<file path="src/rtl/counter_modn_disp.sv">
// counter_modn_disp: prescaled up/down mod-N counter with wrap pulse and active-low 7-segment decode. Ports: CLK, rst_n (sync, active-low), iEn/iUp/iLoad/iData in; oQ count, oCarry wrap pulse, oTick prescaler terminal count, oDisplay {g..a}.
module counter_modn_disp #(
  parameter int WIDTH   = 4,
  parameter int MODULUS = 10,
  parameter int DIV     = 50000000
) (
  input  logic             CLK,
  input  logic             rst_n,
  input  logic             iEn,
  input  logic             iUp,
  input  logic             iLoad,
  input  logic [WIDTH-1:0] iData,
  output logic [WIDTH-1:0] oQ,
  output logic             oCarry,
  output logic             oTick,
  output logic [6:0]       oDisplay
);
  localparam int PW = DIV > 1 ? $clog2(DIV) : 1;
  localparam logic [WIDTH-1:0] TOP = WIDTH'(MODULUS - 1);
  localparam logic [6:0] SEG [16] = '{7'h40, 7'h79, 7'h24, 7'h30, 7'h19, 7'h12, 7'h02, 7'h78,
                                      7'h00, 7'h10, 7'h08, 7'h03, 7'h46, 7'h21, 7'h06, 7'h0E};
  if (WIDTH < 4 || MODULUS < 2 || longint'(MODULUS) > (longint'(1) << WIDTH) || DIV < 1) begin : g_bad
    $error("counter_modn_disp: illegal WIDTH/MODULUS/DIV");
  end
  logic [PW-1:0]    pre;
  logic [WIDTH-1:0] q_nx;
  logic             wrap, step;
  assign oTick = pre == PW'(DIV - 1);
  assign oDisplay = SEG[oQ[3:0]];
  always_comb begin
    step = oTick && iEn;
    wrap = iUp ? oQ == TOP : oQ == '0;
    q_nx = wrap ? (iUp ? '0 : TOP) : (iUp ? oQ + 1'b1 : oQ - 1'b1);
  end
  always_ff @(posedge CLK) begin
    if (!rst_n) begin
      pre    <= '0;
      oQ     <= '0;
      oCarry <= 1'b0;
    end else if (iLoad) begin
      pre    <= '0;
      oQ     <= ({1'b0, iData} < (WIDTH + 1)'(MODULUS)) ? iData : '0;
      oCarry <= 1'b0;
    end else begin
      pre    <= oTick ? '0 : pre + 1'b1;
      oQ     <= step ? q_nx : oQ;
      oCarry <= step && wrap;
    end
  end
endmodule

</file>
<file path="config.mk">
export PLATFORM = sky130hd
export DESIGN_NAME = counter_modn_disp
export DESIGN_NICKNAME = d
export VERILOG_FILES = /design/src/rtl/counter_modn_disp.sv
export SDC_FILE = /design/constraint.sdc
export NUM_CORES = 1
export LEC_CHECK = 0
export BUFFER_PORTS_ARGS = -buffer_cell sky130_fd_sc_hd__buf_2
export CORE_ASPECT_RATIO = 0.9
export CORE_MARGIN = 2
export CORE_UTILIZATION = 50
export DETAILED_ROUTE_END_ITERATION = 8
export GPL_TIMING_DRIVEN = 0
export PLACE_DENSITY_LB_ADDON = 0.1
export SKIP_LAST_GASP = 1
export SLEW_MARGIN = 25
export SYNTH_ARGS = -nofsm -noshare
export SYNTH_HDL_FRONTEND = slang
export SYNTH_SLANG_ARGS = --single-unit
</file>
<file path="constraint.sdc">
create_clock -name CLK -period 2.8 [get_ports CLK]
set_input_delay 0.28 -clock CLK [delete_from_list [all_inputs] [get_ports CLK]]
set_output_delay 0.28 -clock CLK [all_outputs]
set_load 0.02 [all_outputs]
</file>
Word-level counts from Yosys, hierarchy flattened
Memory sizes are Yosys's and may differ from the RTL's.
Index checks and enable logic that the tools add are counted.

storage, ports and cells
  register bits = 31
  memory bits (read-only) = 112
  input bits = 9
  output and inout port bits = 13
  logic and storage cells = 28
  memories kept = 1

memories
  name              words  width  read ports  clocked after Yosys merged registers in  wr ports  line  text
  (name not given)  16     7      1           0                                        0         29    assign oDisplay = SEG[oQ[3:0]];

cells by class
  $add $sub $neg = 3
  $lt $le $gt $ge = 2
  equality and inequality tests = 2
  multiplexer cells = 9
  bitwise gates (word level) = 2
  reductions and logical operators = 6

operators by type and width
  cell                     number
  $add A26 B1 Y26 const B  1
  $eq A26 B26 Y1 const B   1
  $mux W4                  6
  $mux W7                  2
  $ge A5 B5 Y1 const B     1
  $not A4 Y5               1
  $add A4 B1 Y4 const B    1
  $eq A4 B4 Y1 const B     1
  $logic_not A4 Y1         1
  $lt A4 B4 Y1 const B     1
  $sub A4 B1 Y4 const B    1
  $reduce_or A3 Y1         1
  $logic_and A1 B1 Y1      2
  $reduce_bool A2 Y1       1
  $reduce_or A2 Y1         1
  $mux W1                  1
  $not A1 Y1               1

Depth between registers and ports, before layout
Gate-level depths: netlist of the first run.

  word-level depth = 5
  mapped depth = 6

Worst setup path before layout of the first run
OpenSTA, ideal clock, no wires.

  path kind = register to register
  start = register pre[0]
  end = register pre[24]
  data arrival time = 1,976 ps
  data required time = 2,734 ps
  slack = 758 ps
  stages on the path, launching flop included = 7
  period minus slack after synthesis = 2,042 ps
  cells stage by stage = dfxtp_1 > ha_1 > nand3_1 > or4_4 > buf_6 > or4_4 > a21oi_2

between the ends
  longest elaborated chain between the ends = 2
  elaborated cells between the ends (all ways) = 3
  classes of those cells = add/sub: 1; eq/ne: 1; reduce/logical: 1

ends and longest elaborated chain
  what                                                                     line  text
  start, declared                                                          25    logic [PW-1:0] pre;
  start signal, assigned                                                   45    pre <= oTick ? '0 : pre + 1'b1;
  parallel branches: the longest is 2 deep, another holds $add A26 B1 Y26  n/a

Parallel ways; which one is timed is not known.
A chain may end at the register's enable or synchronous reset.

Worst setup path in the final report of the first run
  start = register pre[0]
  end = output port oTick

between the ends
  longest elaborated chain between the ends = 1

ends and longest elaborated chain
  what            line  text
  $eq A26 B26 Y1  28    assign oTick = pre == PW'(DIV - 1);
  end, declared   15    output logic oTick,

Every way passes these cells.

==> impl_metrics.py, run 1 <==
metrics = {
    "status": {
        "status": "finished clean",
    },
    "detailed_routing": {
        "first_iter_violations": 77,
        "vias_per_cell": 5.628,
        "routed.top_layer": "met4",
        "vias": 1711,
        "route.met3.wl_um": 198,
        "ant_nets": 0,
        "first_pass_iters": 4,
        "wl_um": 3812,
        "routedLengthMet1_um": 1890,
        "drc": 0,
        "avgRoutedWirePerCell_um": 12.54,
        "routed-wl-met2_um": 1665,
    },
    "yosys": {
        "synth.cell_area_um2": 1874,
        "ys_seq_elements": 31,
        "seq_area_frac_synth": 0.3311,
        "yosysTopAreaCellShare": 0.3311,
        "syn_area_per_cell_um2": 8.149,
        "synth_area_leaders": "dfxtp_1 33%, ha_1 6.0%, xnor2_1 5.6%",
        "synth.net_count": 249,
        "yosys_warnings": 0,
        "yosys.area.top_type": "dfxtp_1",
        "synth_cells": 230,
        "ys_types": 44,
    },
    "placement": {
        "place_area_um2": 2032,
        "io_buffers": 20,
        "gp_congestion": 0.7497,
        "dp_hpwl_um": 2819,
    },
    "clocking": {
        "ctsHoldBuffers": 0,
        "clkTransAtPathRegs_ns": 0.07,
        "clockBufferDepth": 2,
        "cts_resized": 0,
        "cts_buffers": 5,
        "post-cts-setup-buffer-count": 0,
        "h-tree-depth": 2,
        "cts_sinks": 31,
        "root_buffer": "clkbuf_8",
        "cts_tree": "built",
        "clk_latency_ns": 0.29,
    },
    "floorplanning": {
        "die_h_um": 62.09,
        "die_w_um": 68.54,
        "core_area_um2": 3652,
        "initial_utilization": 0.5132,
        "die_area_um2": 4255,
        "ios": 22,
        "core.rowCount": 21,
    },
    "setup_path": {
        "slowest_stage": "nor4_1",
        "rr_endpoint": "pre[6]",
        "slowest_delay_ns": 0.78,
        "crit_family": "simple AND/OR/NAND/NOR gates",
        "cp.required_ns": 2.52,
        "ff2ff_setup_slack_ns": 0.42,
        "critPathLaunchType": "register",
        "cp-startpoint": "pre[0]",
        "cp_cell_sequence": "ha_1 -> nand3_1 -> nor4_1 -> and3_1 -> buf_2",
        "cp_max_fo": 6,
        "cp_num_buf_inv": 1,
        "crit_type": "register to output port",
        "arrival_ns": 2.30,
        "end_kind": "output port",
        "worst_r2r_path_depth": 6,
        "reg2reg_from": "pre[0]",
    },
    "layout": {
        "final_area_um2": 2117,
        "drive_above_1_share": 0.1473,
        "regArea_um2": 620.6,
        "finalNetCount": 276,
        "multi_input_area_um2": 1152,
        "synthToLayoutAreaGrowth_pct": 12.95,
        "num_antenna_cells": 0,
        "nFillCells": 337,
    },
    "timing": {
        "period_needed_ns": 2.579,
        "tightest_slew_ns": 0.8252,
        "finalSetupViolations": 0,
        "fin_crit_sh": 0.9211,
        "setup-tns-final_ns": 0,
        "slew_viol_final": 0,
        "relSlewSlack": 0.4448,
        "hold_viol": 0,
        "max_freq_ghz": 0.3878,
        "clock_skew_ns": 0.008712,
        "rsz0062_at_grt": "false",
    },
    "worst_hold_path": {
        "hold_start": "rst_n",
        "hold_end": "oQ[3]",
        "holdPathStages": 3,
        "hold_path.class": "primary input to register",
    },
    "global_route": {
        "overflow": 0,
        "grt_use_total": 0.1989,
        "first_global_vias": 1386,
        "antenna_found_initial": 0,
        "grt_pass1_wl_um": 6210,
        "grt_max_degree": 11,
    },
    "power": {
        "ir_worst_vdd_uv": 263.3,
        "p_per_area_nw_per_um2": 443.5,
        "leakage_nw": 0.7245,
    },
    "job": {
        "maxCapViolations": 0,
    },
}
cell type report:
cell class	count	share of cell area
buffer	9	0.02482
clock inverter	2	0.005910
clock buffer	6	0.03428
multi-input combinational	177	0.5443
inverter	13	0.02305
timing repair buffer	20	0.04728
tap	46	0.02719
sequential	31	0.2931
cell usage in the layout, fill, tap and decap left out, types with 2 or more instances in the layout:
master    instances
a211oi_1          5
a21oi_1          15
and2_1            2
and3_1            4
and4_1            3
and4b_1           2
buf_2            23
buf_6             2
clkbuf_1          4
clkbuf_8          5
dfxtp_1          31
ha_1              9
inv_1            13
mux2i_1           3
nand2_1          15
nand2b_1          2
nand3_1          10
nand3b_1          2
nand4_1           8
nor2_1           22
nor2b_1           2
nor3_1            4
nor4_1            6
nor4b_1           2
o21ai_0          14
o31ai_1           5
or3_1             6
or4_1             6
or4_4             2
xnor2_1          12
xor2_1            3
logic make-up (layout without fill, tap and decap cells):
| kind of cell | Yosys count | in the layout | share of synthesized area |
|---|---|---|---|
| AO/OA/AOI/OAI | 48 | 48 | 0.1556 |
| multiplexers | 3 | 3 | 0.01602 |
| XOR/XNOR | 15 | 15 | 0.07010 |
| buffers and inverters | 22 | 50 | 0.05407 |
| adder cells (fa/ha/maj) | 10 | 10 | 0.07076 |
| flip-flops | 31 | 31 | 0.3311 |
| AND/OR/NAND/NOR | 101 | 101 | 0.3024 |
synth_stat cells:
cell        n
a211oi_1    5
o41ai_1     1
nand3b_1    2
o31ai_1     5
nand4_1     8
o21ai_0    14
buf_1       1
and4b_1     2
clkbuf_1    3
o21a_1      1
a31o_2      1
fa_1        1
or3_1       6
nand2_1    15
o22ai_1     1
nor2_1     22
o211ai_1    1
nor2b_1     2
nor4b_1     2
nor3_1      4
nand3_2     1
or2_2       1
or4_1       6
and4_1      3
nor3b_1     1
o31a_1      1
inv_1      13
buf_6       2
nand2b_1    2
a21oi_2     1
and2_1      2
a31oi_1     1
and3_1      4
a2111oi_0   1
ha_1        9
xor2_1      3
dfxtp_1    31
mux2i_1     3
nand3_1    10
or4_4       2
xnor2_1    12
buf_2       3
a21oi_1    15
nor4_1      6
power by group:
| group | leakage (nW) | switching (W) | total [W] | internal, W |
|---|---|---|---|---|
| combinational | 0.433 | 0.0000851 | 0.000138 | 0.0000530 |
| clock | 0.0412 | 0.000171 | 0.000344 | 0.000173 |
| sequential | 0.251 | 0.0000100 | 0.000457 | 0.000447 |
state kept, by name, summed over array words and instances (netlist names):
signal  count
oCarry      1
pre        26
oQ          4
worst max-delay path by stage:
stage | end | slack, ns | depth (start not counted)
after floorplan | pre[24] | 0.76 | 6
after global placement | pre[8] | 0.45 | 6
after detailed placement | pre[6] | 0.45 | 6
after CTS | oTick | 0.25 | 5
after global routing | oTick | 0.15 | 5
final | oTick | 0.22 | 5
metrics by stage:
step	setup WS [ns]	hold slack (ns)	total power [W]	util	instances
global placement	0.4483	0.4435	0.0006048	0.5564	296
global route	0.1493	0.2960	0.0009918	0.5797	304
floorplan	0.7579	0.4167	0.0005633	-	230
detailed placement	0.4479	0.4557	0.0006048	0.5564	296
CTS	0.2540	0.2780	0.0009510	0.5797	304
finish	0.2210	0.2817	0.0009389	0.5797	304
layer usage:
layer / GRT usage / vias up
li1: - / 900
met1: 0.2634 / 770
met2: 0.3104 / 33
met3: 0.04865 / 8
met4: 0.08571 / 0
met5: 0 / -
worst reg2reg max path, delay by kind of cell, from the launching register on:
| kind | cells | cell delay (ns) |
|---|---|---|
| AOI/OAI and AO/OA | 1 | 0.36 |
| buffers and inverters | 1 | 0.25 |
| and+or+nand+nor | 3 | 1.08 |
| adders and majority gates | 1 | 0.21 |
| DFF | 1 | 0.37 |
Power figures use the tool's default switching activity.
==> run 2, diff against run 1 <==
- CAP_MARGIN: unset -> 30
- CTS_CLUSTER_SIZE: unset -> 14
- PLACE_DENSITY: unset -> 0.77
- PLACE_DENSITY_LB_ADDON: 0.1 -> unset
==> impl_metrics.py, run 2 (synthesized netlist as in run 1, its figures left out) <==
metrics = {
    "timing": {
        "setup-tns-final_ns": 0,
        "clock_skew_ns": 0.007958,
        "hold_viol": 0,
        "worst_slack_ns": 0.2890,
        "tightest_slew_ns": 0.7077,
        "fin_crit_sh": 0.8968,
        "relSlewSlack": 0.5239,
        "slew_viol_final": 0,
        "finalSetupViolations": 0,
        "max_freq_ghz": 0.3982,
        "rsz0062_at_grt": "false",
        "period_needed_ns": 2.511,
    },
    "placement": {
        "gp_congestion": 0.8065,
        "io_buffers": 20,
        "place_area_um2": 2032,
        "dp_hpwl_um": 2869,
        "pre_cts_ws_ns": 0.4980,
    },
    "layout": {
        "final_cell_mix": "31 x dfxtp_1, 23 x buf_2, 22 x nor2_1",
        "synthToLayoutAreaGrowth_pct": 14.42,
        "final_area_um2": 2145,
        "drive_above_1_share": 0.1512,
        "top_regs": "pre (26), oQ (4), oCarry (1)",
        "finalNetCount": 276,
        "regArea_um2": 620.6,
        "multi_input_area_um2": 1152,
        "nFillCells": 345,
        "num_antenna_cells": 0,
        "regMostFlops": "pre",
        "final_common_cell": "dfxtp_1",
        "largest_register_ffs": 26,
    },
    "global_route": {
        "grt_use_total": 0.1953,
        "first_global_vias": 1423,
        "antenna_found_initial": 0,
        "grt_pass1_wl_um": 6182,
        "grt_max_degree": 12,
        "overflow": 0,
    },
    "worst_hold_path": {
        "hold_start": "rst_n",
        "hold_end": "oQ[3]",
        "holdPathStages": 3,
        "hold_path.class": "primary input to register",
    },
    "setup_path": {
        "arrival_ns": 2.23,
        "rr_endpoint": "pre[10]",
        "cp-startpoint": "pre[0]",
        "end_kind": "output port",
        "critPathLaunchType": "register",
        "worst_r2r_path_depth": 6,
        "reg2reg_from": "pre[0]",
        "ff2ff_setup_slack_ns": 0.48,
        "cp.required_ns": 2.52,
        "crit_type": "register to output port",
        "cp_max_fo": 6,
    },
    "clocking": {
        "cts_buffers": 5,
        "post-cts-setup-buffer-count": 0,
        "h-tree-depth": 2,
        "root_buffer": "clkbuf_8",
        "clockBufferDepth": 2,
        "clkTransAtPathRegs_ns": 0.07,
        "cts_sinks": 31,
        "ctsHoldBuffers": 0,
        "clk_latency_ns": 0.29,
        "cts_tree": "built",
        "cts_resized": 0,
    },
    "job": {
        "maxCapViolations": 0,
    },
    "floorplanning": {
        "core_area_um2": 3652,
        "die_w_um": 68.54,
        "core.rowCount": 21,
        "ios": 22,
        "initial_utilization": 0.5132,
        "die_area_um2": 4255,
        "die_h_um": 62.09,
    },
    "detailed_routing": {
        "ant_nets": 0,
        "wl_um": 3878,
        "first_pass_iters": 4,
        "first_iter_violations": 111,
        "vias_per_cell": 5.615,
        "drc": 0,
        "avgRoutedWirePerCell_um": 12.76,
        "vias": 1707,
    },
    "power": {
        "leakage_nw": 0.7415,
        "ir_worst_vdd_uv": 336.0,
        "p_per_area_nw_per_um2": 481.0,
    },
    "status": {
        "status": "finished clean",
    },
}
## run 2: layer usage
metal	vias up	global-route usage	wire length (um)
li1	894	-	-
met1	783	0.2492	1944
met2	23	0.3036	1726
met3	7	0.05946	150
met4	0	0.09143	56
met5	-	0	0
## run 2: layout make-up
class                      instances  area share
multi-input combinational        177      0.5373
sequential                        31      0.2894
timing repair buffer              20     0.04667
clock buffer                       5     0.03209
tap                               46     0.02684
buffer                             9     0.02450
inverter                          13     0.02275
clock inverter                     3     0.02042
## run 2: metrics by stage
stage | total power, W | utilization | instances | hold slack [ns]
2_1_floorplan | 0.0005633 | - | 230 | 0.4167
3_3_place_gp | 0.0006034 | 0.5564 | 296 | 0.4445
3_5_place_dp | 0.0006058 | 0.5564 | 296 | 0.4580
4_1_cts | 0.001041 | 0.5872 | 304 | 0.2869
5_1_grt | 0.001079 | 0.5872 | 304 | 0.3150
6_report | 0.001031 | 0.5872 | 304 | 0.2931
## run 2: power breakdown
part / total [W] / internal (W) / switching [W]
sequential: 0.000457 / 0.000447 / 0.0000101
combinational: 0.000139 / 0.0000531 / 0.0000856
clock: 0.000436 / 0.000264 / 0.000171
## run 2: how the worst max path moves through the flow
stage,slack (ns),to,depth (start not counted)
floorplan,0.76,pre[24],6
global placement,0.50,oQ[1],6
detailed placement,0.50,oQ[1],6
CTS,0.31,oTick,5
global route,0.18,oTick,5
finish,0.29,oTick,5
## run 2: critical path, cell delays in order, from the launching register on
cell and delay [ns]:
dfxtp_1 0.38, ha_1 0.22, nand3_1 0.22, nor4_1 0.69
and3_1 0.27, buf_2 0.16
